## config.mk

```make
export PLATFORM = sky130hd
export DESIGN_NAME = lsu_mem_stage
export DESIGN_NICKNAME = d
export VERILOG_FILES = /design/src/rtl/lsu_mem_stage.sv
export SDC_FILE = /design/constraint.sdc
export NUM_CORES = 1
export LEC_CHECK = 0
export CELL_PAD_IN_SITES_DETAIL_PLACEMENT = 1
export CELL_PAD_IN_SITES_GLOBAL_PLACEMENT = 1
export CORE_MARGIN = 2
export CORE_UTILIZATION = 37
export CTS_CLUSTER_SIZE = 10
export DETAILED_ROUTE_END_ITERATION = 16
export HOLD_SLACK_MARGIN = 0.06
export PLACE_DENSITY = 0.95
export SYNTH_ARGS = -nofsm -noshare
export SYNTH_HDL_FRONTEND = slang
export SYNTH_SLANG_ARGS = --single-unit
```

## constraint.sdc

```tcl
create_clock -name clk -period 4.75 [get_ports clk]
set_clock_uncertainty 0.2 [all_clocks]
set_input_delay 1.1875 -clock clk [delete_from_list [all_inputs] [get_ports clk]]
set_output_delay 1.1875 -clock clk [all_outputs]
set_load 0.02 [all_outputs]
```

## src/rtl/lsu_mem_stage.sv

```systemverilog
// lsu_mem_stage: load/store stage behind the execute ALU.
// Takes the ALU result as the effective byte address. Runs one data-memory
// transaction per accepted op over a req/ack bus. Emits one writeback pulse
// per op.
//
// Ports:
//   clk, rst_n      : clock and asynchronous active-low reset
//   ex_valid/ready  : op handshake from EX (ex_ready = idle && !flush)
//   mem_read/write  : op kind
//   funct3          : size/sign (B, H, W, BU, HU)
//   alu_result      : effective byte address
//   store_data, rd_in : rs2 value and load destination
//   flush           : blocks acceptance and silences a pending writeback
//   dmem_*          : registered bus request (req held until ack or timeout)
//   wb_*            : one-cycle writeback pulse with extended data and error
//   state_dbg       : current FSM state (0 idle, 1 busy, 2 resp)
//
// Handshake semantics: an op is taken on a rising edge where
// ex_valid && ex_ready. A bus transaction completes on the first rising edge
// in BUSY where dmem_ack is high. dmem_rdata is sampled on that same edge.
module lsu_mem_stage #(
  parameter int unsigned MAX_WAIT = 255
) (
  input  logic        clk,
  input  logic        rst_n,
  input  logic        ex_valid,
  output logic        ex_ready,
  input  logic        mem_read,
  input  logic        mem_write,
  input  logic [2:0]  funct3,
  input  logic [31:0] alu_result,
  input  logic [31:0] store_data,
  input  logic [4:0]  rd_in,
  input  logic        flush,
  output logic        dmem_req,
  output logic        dmem_we,
  output logic [31:0] dmem_addr,
  output logic [3:0]  dmem_be,
  output logic [31:0] dmem_wdata,
  input  logic        dmem_ack,
  input  logic [31:0] dmem_rdata,
  output logic        wb_valid,
  output logic        wb_we,
  output logic [4:0]  wb_rd,
  output logic [31:0] wb_data,
  output logic        wb_err,
  output logic [1:0]  state_dbg
);

  localparam logic [2:0] F3_B  = 3'b000;
  localparam logic [2:0] F3_H  = 3'b001;
  localparam logic [2:0] F3_W  = 3'b010;
  localparam logic [2:0] F3_BU = 3'b100;
  localparam logic [2:0] F3_HU = 3'b101;
  // Counter value on the last BUSY cycle before timeout.
  localparam logic [9:0] WAIT_LAST = 10'(MAX_WAIT - 1);

  typedef enum logic [1:0] {
    IDLE = 2'd0,
    BUSY = 2'd1,
    RESP = 2'd2
  } state_t;

  state_t      state;
  logic [9:0]  wait_cnt;
  logic [2:0]  op_f3;
  logic [1:0]  op_off;
  logic        op_load;
  logic [4:0]  op_rd;
  logic        flushed;

  logic        accept;
  logic        op_illegal;
  logic [3:0]  st_be;
  logic [31:0] st_wdata;
  logic [7:0]  ld_byte;
  logic [15:0] ld_half;
  logic [31:0] ld_data;
  logic        squash;

  assign ex_ready  = (state == IDLE) && !flush;
  assign accept    = ex_valid && ex_ready;
  assign state_dbg = state;
  // A flush seen on the completing cycle also counts as "seen since accept".
  assign squash    = flushed || flush;

  always_comb begin
    op_illegal = (mem_read == mem_write);
    case (funct3)
      F3_B:    ;
      F3_BU:   if (mem_write) op_illegal = 1'b1;
      F3_H:    if (alu_result[0]) op_illegal = 1'b1;
      F3_HU:   if (mem_write || alu_result[0]) op_illegal = 1'b1;
      F3_W:    if (alu_result[1:0] != 2'b00) op_illegal = 1'b1;
      default: op_illegal = 1'b1;
    endcase
  end

  always_comb begin
    st_be    = 4'b0000;
    st_wdata = '0;
    case (funct3)
      F3_B: begin
        st_be    = 4'b0001 << alu_result[1:0];
        st_wdata = {4{store_data[7:0]}};
      end
      F3_H: begin
        st_be    = alu_result[1] ? 4'b1100 : 4'b0011;
        st_wdata = {2{store_data[15:0]}};
      end
      F3_W: begin
        st_be    = 4'b1111;
        st_wdata = store_data;
      end
      default: ;
    endcase
  end

  // Lane extraction uses the latched offset. The bus address is word aligned.
  always_comb begin
    ld_byte = dmem_rdata[{op_off, 3'b000} +: 8];
    ld_half = dmem_rdata[{op_off[1], 4'b0000} +: 16];
    case (op_f3)
      F3_B:    ld_data = {{24{ld_byte[7]}}, ld_byte};
      F3_BU:   ld_data = {24'd0, ld_byte};
      F3_H:    ld_data = {{16{ld_half[15]}}, ld_half};
      F3_HU:   ld_data = {16'd0, ld_half};
      default: ld_data = dmem_rdata;
    endcase
  end

  always_ff @(posedge clk or negedge rst_n) begin
    if (!rst_n) begin
      state      <= IDLE;
      wait_cnt   <= '0;
      op_f3      <= '0;
      op_off     <= '0;
      op_load    <= 1'b0;
      op_rd      <= '0;
      flushed    <= 1'b0;
      dmem_req   <= 1'b0;
      dmem_we    <= 1'b0;
      dmem_addr  <= '0;
      dmem_be    <= '0;
      dmem_wdata <= '0;
      wb_valid   <= 1'b0;
      wb_we      <= 1'b0;
      wb_rd      <= '0;
      wb_data    <= '0;
      wb_err     <= 1'b0;
    end else begin
      wb_valid <= 1'b0;
      wb_we    <= 1'b0;
      case (state)
        IDLE: begin
          if (accept) begin
            op_f3    <= funct3;
            op_off   <= alu_result[1:0];
            op_load  <= mem_read;
            op_rd    <= rd_in;
            flushed  <= 1'b0;
            wait_cnt <= '0;
            if (op_illegal) begin
              // No bus activity; report the error on the next cycle.
              state    <= RESP;
              wb_valid <= 1'b1;
              wb_err   <= 1'b1;
              wb_data  <= '0;
              wb_rd    <= rd_in;
            end else begin
              state      <= BUSY;
              dmem_req   <= 1'b1;
              dmem_we    <= mem_write;
              dmem_addr  <= {alu_result[31:2], 2'b00};
              dmem_be    <= mem_write ? st_be : 4'b0000;
              dmem_wdata <= mem_write ? st_wdata : 32'd0;
            end
          end
        end
        BUSY: begin
          if (flush) flushed <= 1'b1;
          if (dmem_ack) begin
            state    <= RESP;
            dmem_req <= 1'b0;
            wb_valid <= !squash;
            wb_we    <= !squash && op_load && (op_rd != 5'd0);
            wb_err   <= 1'b0;
            wb_rd    <= op_rd;
            wb_data  <= op_load ? ld_data : 32'd0;
          end else if (wait_cnt == WAIT_LAST) begin
            state    <= RESP;
            dmem_req <= 1'b0;
            wb_valid <= !squash;
            wb_err   <= 1'b1;
            wb_rd    <= op_rd;
            wb_data  <= '0;
          end else begin
            wait_cnt <= wait_cnt + 10'd1;
          end
        end
        default: begin
          state    <= IDLE;
          wait_cnt <= '0;
        end
      endcase
    end
  end

endmodule
```

==> results of run 1 <==
-- logic make-up (layout without fill, tap and decap cells) --
| group | count (synthesis) | after routing |
|---|---|---|
| AO/OA/AOI/OAI | 164 | 164 |
| multiplexers | 70 | 70 |
| other | 1 | 3 |
| AND/OR/NAND/NOR | 143 | 143 |
| flip-flops | 132 | 132 |
| adder cells (fa/ha/maj) | 2 | 2 |
| buffers and inverters | 64 | 286 |
-- registers in the layout, summed over array words and instances (netlist names), 3 cells and up --
signal      cells
dmem_wdata     32
wb_data        32
dmem_addr      30
wait_cnt       10
op_rd           5
wb_rd           5
dmem_be         4
op_f3           3
-- Yosys cell counts (5+ instances only) --
cell type / n
dfrtp_1: 132
nand2_1: 60
mux2_2: 47
a21oi_1: 44
o21ai_0: 32
clkbuf_1: 25
o31ai_1: 25
nand2b_1: 24
mux2i_1: 20
inv_1: 19
a22o_1: 17
nor2_1: 14
nor2b_1: 13
buf_2: 10
o2bb2ai_1: 9
a22oi_1: 7
nor3_1: 6
o221ai_1: 6
buf_4: 5
nor4_1: 5
-- how the worst max path moves through the flow --
stage           from  endpoint  cells past startpoint
3_5_place_dp   flush  ex_ready                      3
6_report       flush  ex_ready                      3
4_1_cts        flush  ex_ready                      3
3_3_place_gp   flush  ex_ready                      3
5_1_grt        flush  ex_ready                      3
2_1_floorplan  flush  ex_ready                      1
-- per-layer routing --
layer	part of all wire [%]	track usage, %
met1	39	28.2
met2	53	41.4
met3	4.3	4.58
met4	3.3	9.71
met5	0	0
-- power by group through the flow --
stage | clock network (mW) | registers, mW | logic, mW
finish | 1.43 | 1.42 | 0.991
global route | 1.50 | 1.45 | 1.06
global placement | 0 | 1.43 | 0.963
floorplan | 0 | 1.57 | 0.329
CTS | 1.45 | 1.43 | 1.00
detailed placement | 0 | 1.44 | 0.992
-- layout make-up --
cell class	count	area share, %
sequential	132	35.4
multi-input combinational	381	29.2
timing repair buffer	234	24.7
clock buffer	20	4.99
tap	220	2.95
clock inverter	12	1.90
inverter	20	0.803
antenna	1	0.0268
-- worst max-delay path, cell delays in order --
cell	delay (ns)
clkdlybuf4s50_1	0.54
nor3_1	0.23
clkdlybuf4s50_1	0.66
-- per-stage QoR --
| stage | util [%] | power [mW] | hold WS [ns] | setup slack (ns) | std cells |
|---|---|---|---|---|---|
| floorplan | - | 1.90 | 0.233 | 1.72 | 577 |
| global placement | 52.4 | 2.39 | 0.250 | 0.834 | 987 |
| detailed placement | 52.4 | 2.43 | 0.270 | 0.740 | 987 |
| CTS | 56.3 | 3.88 | 0.283 | 0.706 | 1019 |
| global route | 56.3 | 4.01 | 0.310 | 0.656 | 1019 |
| finish | 56.3 | 3.84 | 0.275 | 0.739 | 1020 |
==> flow_metrics.env, run 1 <==
export IMPL_critical_path_at_ns=2.62
export IMPL_synthSimpleGateAreaFrac_pct=11.8
export IMPL_drive_gt1_share_pct=13.3
export IMPL_worstSkewPairLatency_ns=0.41
export IMPL_highest_count_cells_in_the_layout_ignoring_fill_and_taps="220 x clkdlybuf4s50_1, 132 x dfrtp_1, 60 x nand2_1"
export IMPL_seq_power_share_pct=37.1
export IMPL_max_slew_margin_rel_pct=16.4
export IMPL_fp_dieArea_mm2=0.0181
export IMPL_crit_fanout=6
export IMPL_dominant_combinational_cell_family_by_area_after_synthesis="compound AO/OA/AOI/OAI gates"
export IMPL_max_clock_freq_mhz=249
export IMPL_min_period_over_period_pct=84.4
export IMPL_layout_filler_cells=1755
export IMPL_routed_wire_length_per_instance_um=20.5
export IMPL_edff_count_synth=0
export IMPL_cts_resized_gates=0
export IMPL_reg2regPathDepth=3
export IMPL_nets=899
export IMPL_final_setup_viol_count=0
export IMPL_cts_hold_fix_buffers=0
export IMPL_clock_power_share_pct=37.1
export IMPL_grt_total_usage_pct=23.5
export IMPL_net_switching_power_mw=1.13
export IMPL_drc=0
export IMPL_holdCritPathClass="reg -> reg"
export IMPL_antenna_found_initial=1
export IMPL_final_max_tran_viols=0
export IMPL_top_level_ports=224
export IMPL_power_density_mw_per_mm2=411
export IMPL_drt_iter0_drc=259
export IMPL_grt_overflow=0
export IMPL_worstReg2RegStart="op_f3[1]"
export IMPL_grt_max_degree=113
export IMPL_ant_nets=0
export IMPL_ff2ff_setup_slack_ns=1.68
export IMPL_vias_in_the_first_global_route=5987
export IMPL_cts_setup_buffers=0
export IMPL_final_common_cell="clkdlybuf4s50_1"
export IMPL_multi_input_area_mm2=0.00273
export IMPL_cts_htree_levels=4
export IMPL_dr_total_vias=5486
export IMPL_timing_hold_violations_final=0
export IMPL_synth_fa_ha_area_share_pct=0.397
export IMPL_grt_first_pass_wirelength_um=33000
export IMPL_register_area_mm2=0.00330
export IMPL_worstSetupStartpointType="input pin"
export IMPL_cts_sinks=132
export IMPL_detailedRoute_firstPassIterationCount=4
export IMPL_hold_depth=2
export IMPL_overall_die_width_um=134
export IMPL_fin_crit_ns=4.01
export IMPL_final_area_mm2=0.00934
export IMPL_post_synth_top_area_cell="dfrtp_1"
export IMPL_post_synth_mux_area_share_pct=12.5
export IMPL_leakage_power_total_nw=3.86
export IMPL_worst_hold_startpoint="dmem_wdata[8]"
export IMPL_xor_and_xnor_fraction_of_the_mapped_netlist_area_pct=0
export IMPL_outcome="finished, final reports clean"
export IMPL_vdd_drop_max_mv=0.250
export IMPL_internal_power_mw=2.71
export IMPL_clk_root_buffer_cell="clkbuf_16"
export IMPL_starting_density_pct=38.0
export IMPL_part_of_the_total_power_dissipated_in_combinational_logic_pct=25.8
export IMPL_async_reset_ff_share_pct=100
export IMPL_cp_data_required_time_ns=3.36
export IMPL_power_switching_fraction_pct=29.5
export IMPL_synth_avg_cell_area_um2=10.9
export IMPL_placement_rows=47
export IMPL_cts_buffers=17
export IMPL_worst_slew_pin_transition_ns=1.25
export IMPL_maxCapViolations=0
export IMPL_synth_compound_gate_area_share_pct=18.2
export IMPL_floorplan_die_height_um=134
export IMPL_tns_ns=0
export IMPL_endpoint_class_of_the_critical_path="primary output"
export IMPL_r2r_end="wb_data[29]"
export IMPL_post_synth_main_area_contributors="dfrtp_1 52%, mux2_2 8.4%, nand2_1 3.6%, a21oi_1 3.5%, mux2i_1 3.2%"
export IMPL_cts_tree="built"
export IMPL_grt_setup_unrepaired="no"
export IMPL_yosys_warnings=0
export IMPL_gp_routability_congestion=0.846
export IMPL_synthesis_area_mm2=0.00630
export IMPL_synthDominantCellAreaShare_pct=52.4
export IMPL_post_dp_cell_area_mm2=0.00870
export IMPL_detail_route_wirelength_um=20900
export IMPL_cts_root_to_sink_buffers=2
export IMPL_vias_per_cell=5.38
export IMPL_clk_pin_slew_worst_paths_ns=0.06
export IMPL_synth_seq_cells=132
export IMPL_buffer_ports_inserted=221
export IMPL_hold_path_end="dmem_wdata[8]"
export IMPL_criticalPathCategory="in -> out"
export IMPL_syn_inst=576
export IMPL_synth_seq_area_share_pct=52.4
export IMPL_layout_area_overhead_vs_synth_pct=48.4
export IMPL_yosysUniqueCellTypes=54
export IMPL_ys_dominant_reg_cell="dfrtp_1"
export IMPL_dp_final_hpwl_um=14700
export IMPL_floorplan_core_area_mm2=0.0166
No activity file was read; power rests on OpenSTA's default activity.
==> inputs of run 2 (changes only) <==
Settings changed: CORE_UTILIZATION 37 to 31, PLACE_DENSITY 0.95 to 0.86.
Clock period 4.75 ns to 3.55 ns, I/O delays scaled along.
==> flow_metrics.env, run 2 (synthesis gave the netlist of run 1 again) <==
export IMPL_outcome="finished, final reports clean"
export IMPL_grt_overflow=0
export IMPL_dp_final_hpwl_um=15500
export IMPL_worstReg2RegStart="op_f3[1]"
export IMPL_highest_count_cells_in_the_layout_ignoring_fill_and_taps="220 x clkdlybuf4s50_1, 132 x dfrtp_1, 60 x nand2_1"
export IMPL_cts_root_to_sink_buffers=2
export IMPL_buffer_ports_inserted=221
export IMPL_cts_sinks=132
export IMPL_detail_route_wirelength_um=21100
export IMPL_floorplan_core_area_mm2=0.0201
export IMPL_grt_total_usage_pct=20.0
export IMPL_cts_buffers=17
export IMPL_overall_die_width_um=147
export IMPL_grt_first_pass_wirelength_um=33700
export IMPL_final_setup_viol_count=0
export IMPL_cts_setup_buffers=0
export IMPL_grt_max_degree=78
export IMPL_ff2ff_setup_slack_ns=0.97
export IMPL_fin_crit_ns=3.19
export IMPL_power_switching_fraction_pct=30.7
export IMPL_vias_in_the_first_global_route=6087
export IMPL_antenna_found_initial=4
export IMPL_ant_nets=0
export IMPL_internal_power_mw=3.53
export IMPL_tns_ns=0
export IMPL_fp_dieArea_mm2=0.0215
export IMPL_cts_hold_fix_buffers=0
export IMPL_clk_pin_slew_worst_paths_ns=0.06
export IMPL_timing_hold_violations_final=0
export IMPL_final_area_mm2=0.00945
export IMPL_dr_total_vias=5548
export IMPL_min_period_over_period_pct=89.7
export IMPL_seq_power_share_pct=37.1
export IMPL_endpoint_class_of_the_critical_path="primary output"
export IMPL_cts_resized_gates=0
export IMPL_nets=906
export IMPL_r2r_end="wb_data[18]"
export IMPL_part_of_the_total_power_dissipated_in_combinational_logic_pct=26.4
export IMPL_end_of_the_critical_path="ex_ready"
export IMPL_cts_htree_levels=4
export IMPL_leakage_power_total_nw=3.90
export IMPL_cts_tree="built"
export IMPL_vdd_drop_max_mv=0.359
export IMPL_drive_gt1_share_pct=14.0
export IMPL_crit_fanout=2
export IMPL_final_max_tran_viols=0
export IMPL_final_common_cell="clkdlybuf4s50_1"
export IMPL_register_area_mm2=0.00330
export IMPL_layout_area_overhead_vs_synth_pct=50.0
export IMPL_detailedRoute_firstPassIterationCount=4
export IMPL_cp_data_required_time_ns=2.46
export IMPL_max_slew_margin_rel_pct=37.3
export IMPL_reg2regPathDepth=3
export IMPL_clk_root_buffer_cell="clkbuf_16"
export IMPL_hold_worst_slack_ns=0.275
export IMPL_holdCritPathClass="reg -> reg"
export IMPL_placement_rows=52
export IMPL_largestRegisters="dmem_wdata: 32 flops, wb_data: 32 flops, dmem_addr: 30 flops"
export IMPL_drc=0
export IMPL_max_clock_freq_mhz=314
export IMPL_starting_density_pct=31.3
export IMPL_grt_setup_unrepaired="no"
export IMPL_floorplan_die_height_um=147
export IMPL_routed_wire_length_per_instance_um=19.6
export IMPL_net_switching_power_mw=1.56
export IMPL_clock_power_share_pct=36.5
export IMPL_gp_routability_congestion=0.807
export IMPL_power_density_mw_per_mm2=540
export IMPL_critical_path_at_ns=2.10
export IMPL_multi_input_area_mm2=0.00273
export IMPL_maxCapViolations=0
export IMPL_vias_per_cell=5.14
export IMPL_top_level_ports=224
export IMPL_worst_hold_startpoint="dmem_wdata[16]"
export IMPL_post_dp_cell_area_mm2=0.00882
export IMPL_layout_filler_cells=2176
export IMPL_worstSetupStartpointType="input pin"
export IMPL_worst_slew_pin_transition_ns=0.941
export IMPL_worstSkewPairLatency_ns=0.41
export IMPL_critical_path_source="flush"
export IMPL_criticalPathCategory="in -> out"
export IMPL_drt_iter0_drc=248
run 2: worst min path at each step:
stage	slack (ns)	cells past startpoint	to
2_1_floorplan	0.23	1	wb_we
3_3_place_gp	0.25	1	wb_we
3_5_place_dp	0.26	1	wb_we
4_1_cts	0.28	1	wb_we
5_1_grt	0.29	1	wb_we
6_report	0.28	2	dmem_wdata[16]
run 2: routing by layer:
metal | share of wire [%] | vias to the layer above | wire, um | global-route usage, %
met5 | 0.062 | - | 13 | 0
li1 | - | 2523 | - | -
met2 | 53 | 157 | 11200 | 35.9
met4 | 2.7 | 2 | 581 | 8.06
met3 | 4.7 | 44 | 993 | 4.94
met1 | 39 | 2822 | 8350 | 22.8
run 2: power by group through the flow:
stage               logic, mW  registers (mW)  clock network (mW)
finish                   1.35            1.89                1.86
global route             1.44            1.92                1.95
CTS                      1.36            1.90                1.90
detailed placement       1.36            1.92                   0
global placement         1.32            1.90                   0
floorplan               0.440            2.10                   0
run 2: worst max-delay path, stage by stage:
cell and delay, ns:
clkdlybuf4s50_1 0.42, nor3_1 0.15, clkdlybuf4s50_1 0.64
run 2: final cells by class:
class	count	area share, %
clock inverters	14	1.87
repair buffers	241	25.1
flip-flops and latches	132	35.0
clock buffers	18	4.65
inverters	20	0.795
well taps	270	3.58
multi-input cells	381	28.9
diodes	3	0.0795
run 2: through the flow:
step	power, mW	worst slack (ns)	utilization [%]	cells
3_5_place_dp	3.28	0.350	43.9	1044
5_1_grt	5.32	0.259	47.0	1078
4_1_cts	5.16	0.350	47.0	1076
6_report	5.10	0.364	47.0	1079
2_1_floorplan	2.54	1.02	-	577
3_3_place_gp	3.22	0.389	43.9	1044
==> inputs of run 3 (changes only) <==
Settings changed: CORE_ASPECT_RATIO set to 1.5.
==> flow_metrics.env, run 3 (synthesis gave the netlist of run 1 again) <==
export IMPL_outcome="finished, final reports clean"
export IMPL_dp_final_hpwl_um=15000
export IMPL_crit_fanout=2
export IMPL_antenna_cells=0
export IMPL_final_max_tran_viols=0
export IMPL_nets=905
export IMPL_drc=0
export IMPL_vdd_drop_max_mv=0.271
export IMPL_highest_count_cells_in_the_layout_ignoring_fill_and_taps="220 x clkdlybuf4s50_1, 132 x dfrtp_1, 60 x nand2_1"
export IMPL_cts_sinks=132
export IMPL_final_cell_count_no_fill=1065
export IMPL_cp_data_required_time_ns=2.46
export IMPL_worst_path_most_repeated_cell="clkdlybuf4s50_1"
export IMPL_gp_routability_congestion=0.840
export IMPL_max_clock_freq_mhz=301
export IMPL_ant_nets=0
export IMPL_detailedRoute_firstPassIterationCount=4
export IMPL_critical_path_at_ns=2.23
export IMPL_power_density_mw_per_mm2=519
export IMPL_criticalPathCategory="in -> out"
export IMPL_cts_htree_levels=4
export IMPL_cts_tree="built"
export IMPL_drt_iter0_drc=285
export IMPL_maxCapViolations=0
export IMPL_vias_in_the_first_global_route=5858
export IMPL_grt_first_pass_wirelength_um=31600
export IMPL_cts_hold_fix_buffers=0
export IMPL_leakage_power_total_nw=3.85
export IMPL_post_place_cells=1033
export IMPL_endpoint_class_of_the_critical_path="primary output"
export IMPL_routed_wire_length_per_instance_um=19.2
export IMPL_clk_pin_slew_worst_paths_ns=0.07
export IMPL_antenna_found_initial=1
export IMPL_overall_die_width_um=120
export IMPL_worstPathCellList="clkdlybuf4s50_1, nor3_1, clkdlybuf4s50_1"
export IMPL_worst_path_max_delay_cell="clkdlybuf4s50_1"
export IMPL_grt_total_usage_pct=19.2
export IMPL_tns_ns=0
export IMPL_worst_slew_pin_transition_ns=0.922
export IMPL_grt_max_degree=83
export IMPL_top_level_ports=224
export IMPL_dr_total_vias=5423
export IMPL_final_setup_viol_count=0
export IMPL_grt_overflow=0
export IMPL_critical_path_n_buffers_inverters=2
export IMPL_fp_dieArea_mm2=0.0215
export IMPL_final_common_cell="clkdlybuf4s50_1"
export IMPL_worstSetupStartpointType="input pin"
export IMPL_fin_crit_ns=3.32
export IMPL_largestRegisters="dmem_wdata: 32 flops, wb_data: 32 flops, dmem_addr: 30 flops"
export IMPL_critPathMaxStageDelay_ns=0.65
export IMPL_worstSkewPairLatency_ns=0.42
export IMPL_cts_setup_buffers=0
export IMPL_buffer_ports_inserted=221
export IMPL_layout_area_overhead_vs_synth_pct=48.6
export IMPL_min_period_over_period_pct=93.5
export IMPL_drive_gt1_share_pct=13.8
export IMPL_cts_resized_gates=0
export IMPL_floorplan_die_height_um=179
export IMPL_cts_root_to_sink_buffers=2
export IMPL_detail_route_wirelength_um=20400
export IMPL_placement_rows=63
export IMPL_vias_per_cell=5.09
export IMPL_floorplan_core_area_mm2=0.0199
export IMPL_timing_hold_violations_final=0
export IMPL_max_slew_margin_rel_pct=38.5
export IMPL_grt_setup_unrepaired="no"
export IMPL_crit_family="buffers and inverters"
export IMPL_cts_buffers=17
export IMPL_clk_root_buffer_cell="clkbuf_16"
export IMPL_starting_density_pct=31.7
export IMPL_holdCritPathClass="in -> async"
## run 3: changes by cell type in the layout (fill, tap and decap cells not counted)
cell / previous run / this run
bufinv_16: 3 / 0
clkinvlp_4: 2 / 5
diode_2: 3 / 0
buf_4: 19 / 17
clkinv_4: 4 / 2
buf_12: 1 / 2
clkbuf_1: 0 / 1
inv_6: 3 / 4
## run 3: where the power goes
| part | internal (mW) | switching (mW) |
|---|---|---|
| clock network | 0.918 | 0.714 |
| logic | 0.678 | 0.660 |
| registers | 1.72 | 0.165 |
| total | 3.32 | 1.54 |
## run 3: metrics by stage
step	setup WS (ns)	power [mW]	utilization (%)	hold slack (ns)	area, um2
2_1_floorplan	1.02	2.54	-	0.233	6300
3_3_place_gp	0.230	3.21	44.4	0.253	8820
3_5_place_dp	0.187	3.26	44.4	0.253	8820
4_1_cts	0.182	4.93	47.1	0.229	9360
5_1_grt	0.167	5.09	47.1	0.234	9360
6_report	0.229	4.86	47.1	0.219	9360
## run 3: worst paths after layout
check	from	end	slack [ns]	cells after the start
max in group asynchronous	rst_n	dmem_we	2.22	2
setup / recovery	flush	ex_ready	0.23	3
setup reg to reg	op_off[1]	wb_data[31]	1.02	4
hold reg to reg	flushed	wb_we	0.28	1
min in group clk	flushed	wb_we	0.28	1
hold / removal	rst_n	wb_rd[2]	0.22	1
## run 3: layer usage
layer	vias up	track usage (%)	wire length [um]
li1	2504	-	-
met1	2688	20.8	7770
met2	189	34.8	10800
met3	40	5.02	1140
met4	2	8.33	657
met5	-	0	13
## run 3: layout make-up
cell class / instances / area, um2
multi-input cells: 381 / 2730
fillers: 2185 / 10500
inverters: 20 / 75.1
repair buffers: 240 / 2380
clock inverters: 13 / 100
well taps: 260 / 325
flip-flops and latches: 132 / 3300
clock buffers: 19 / 443
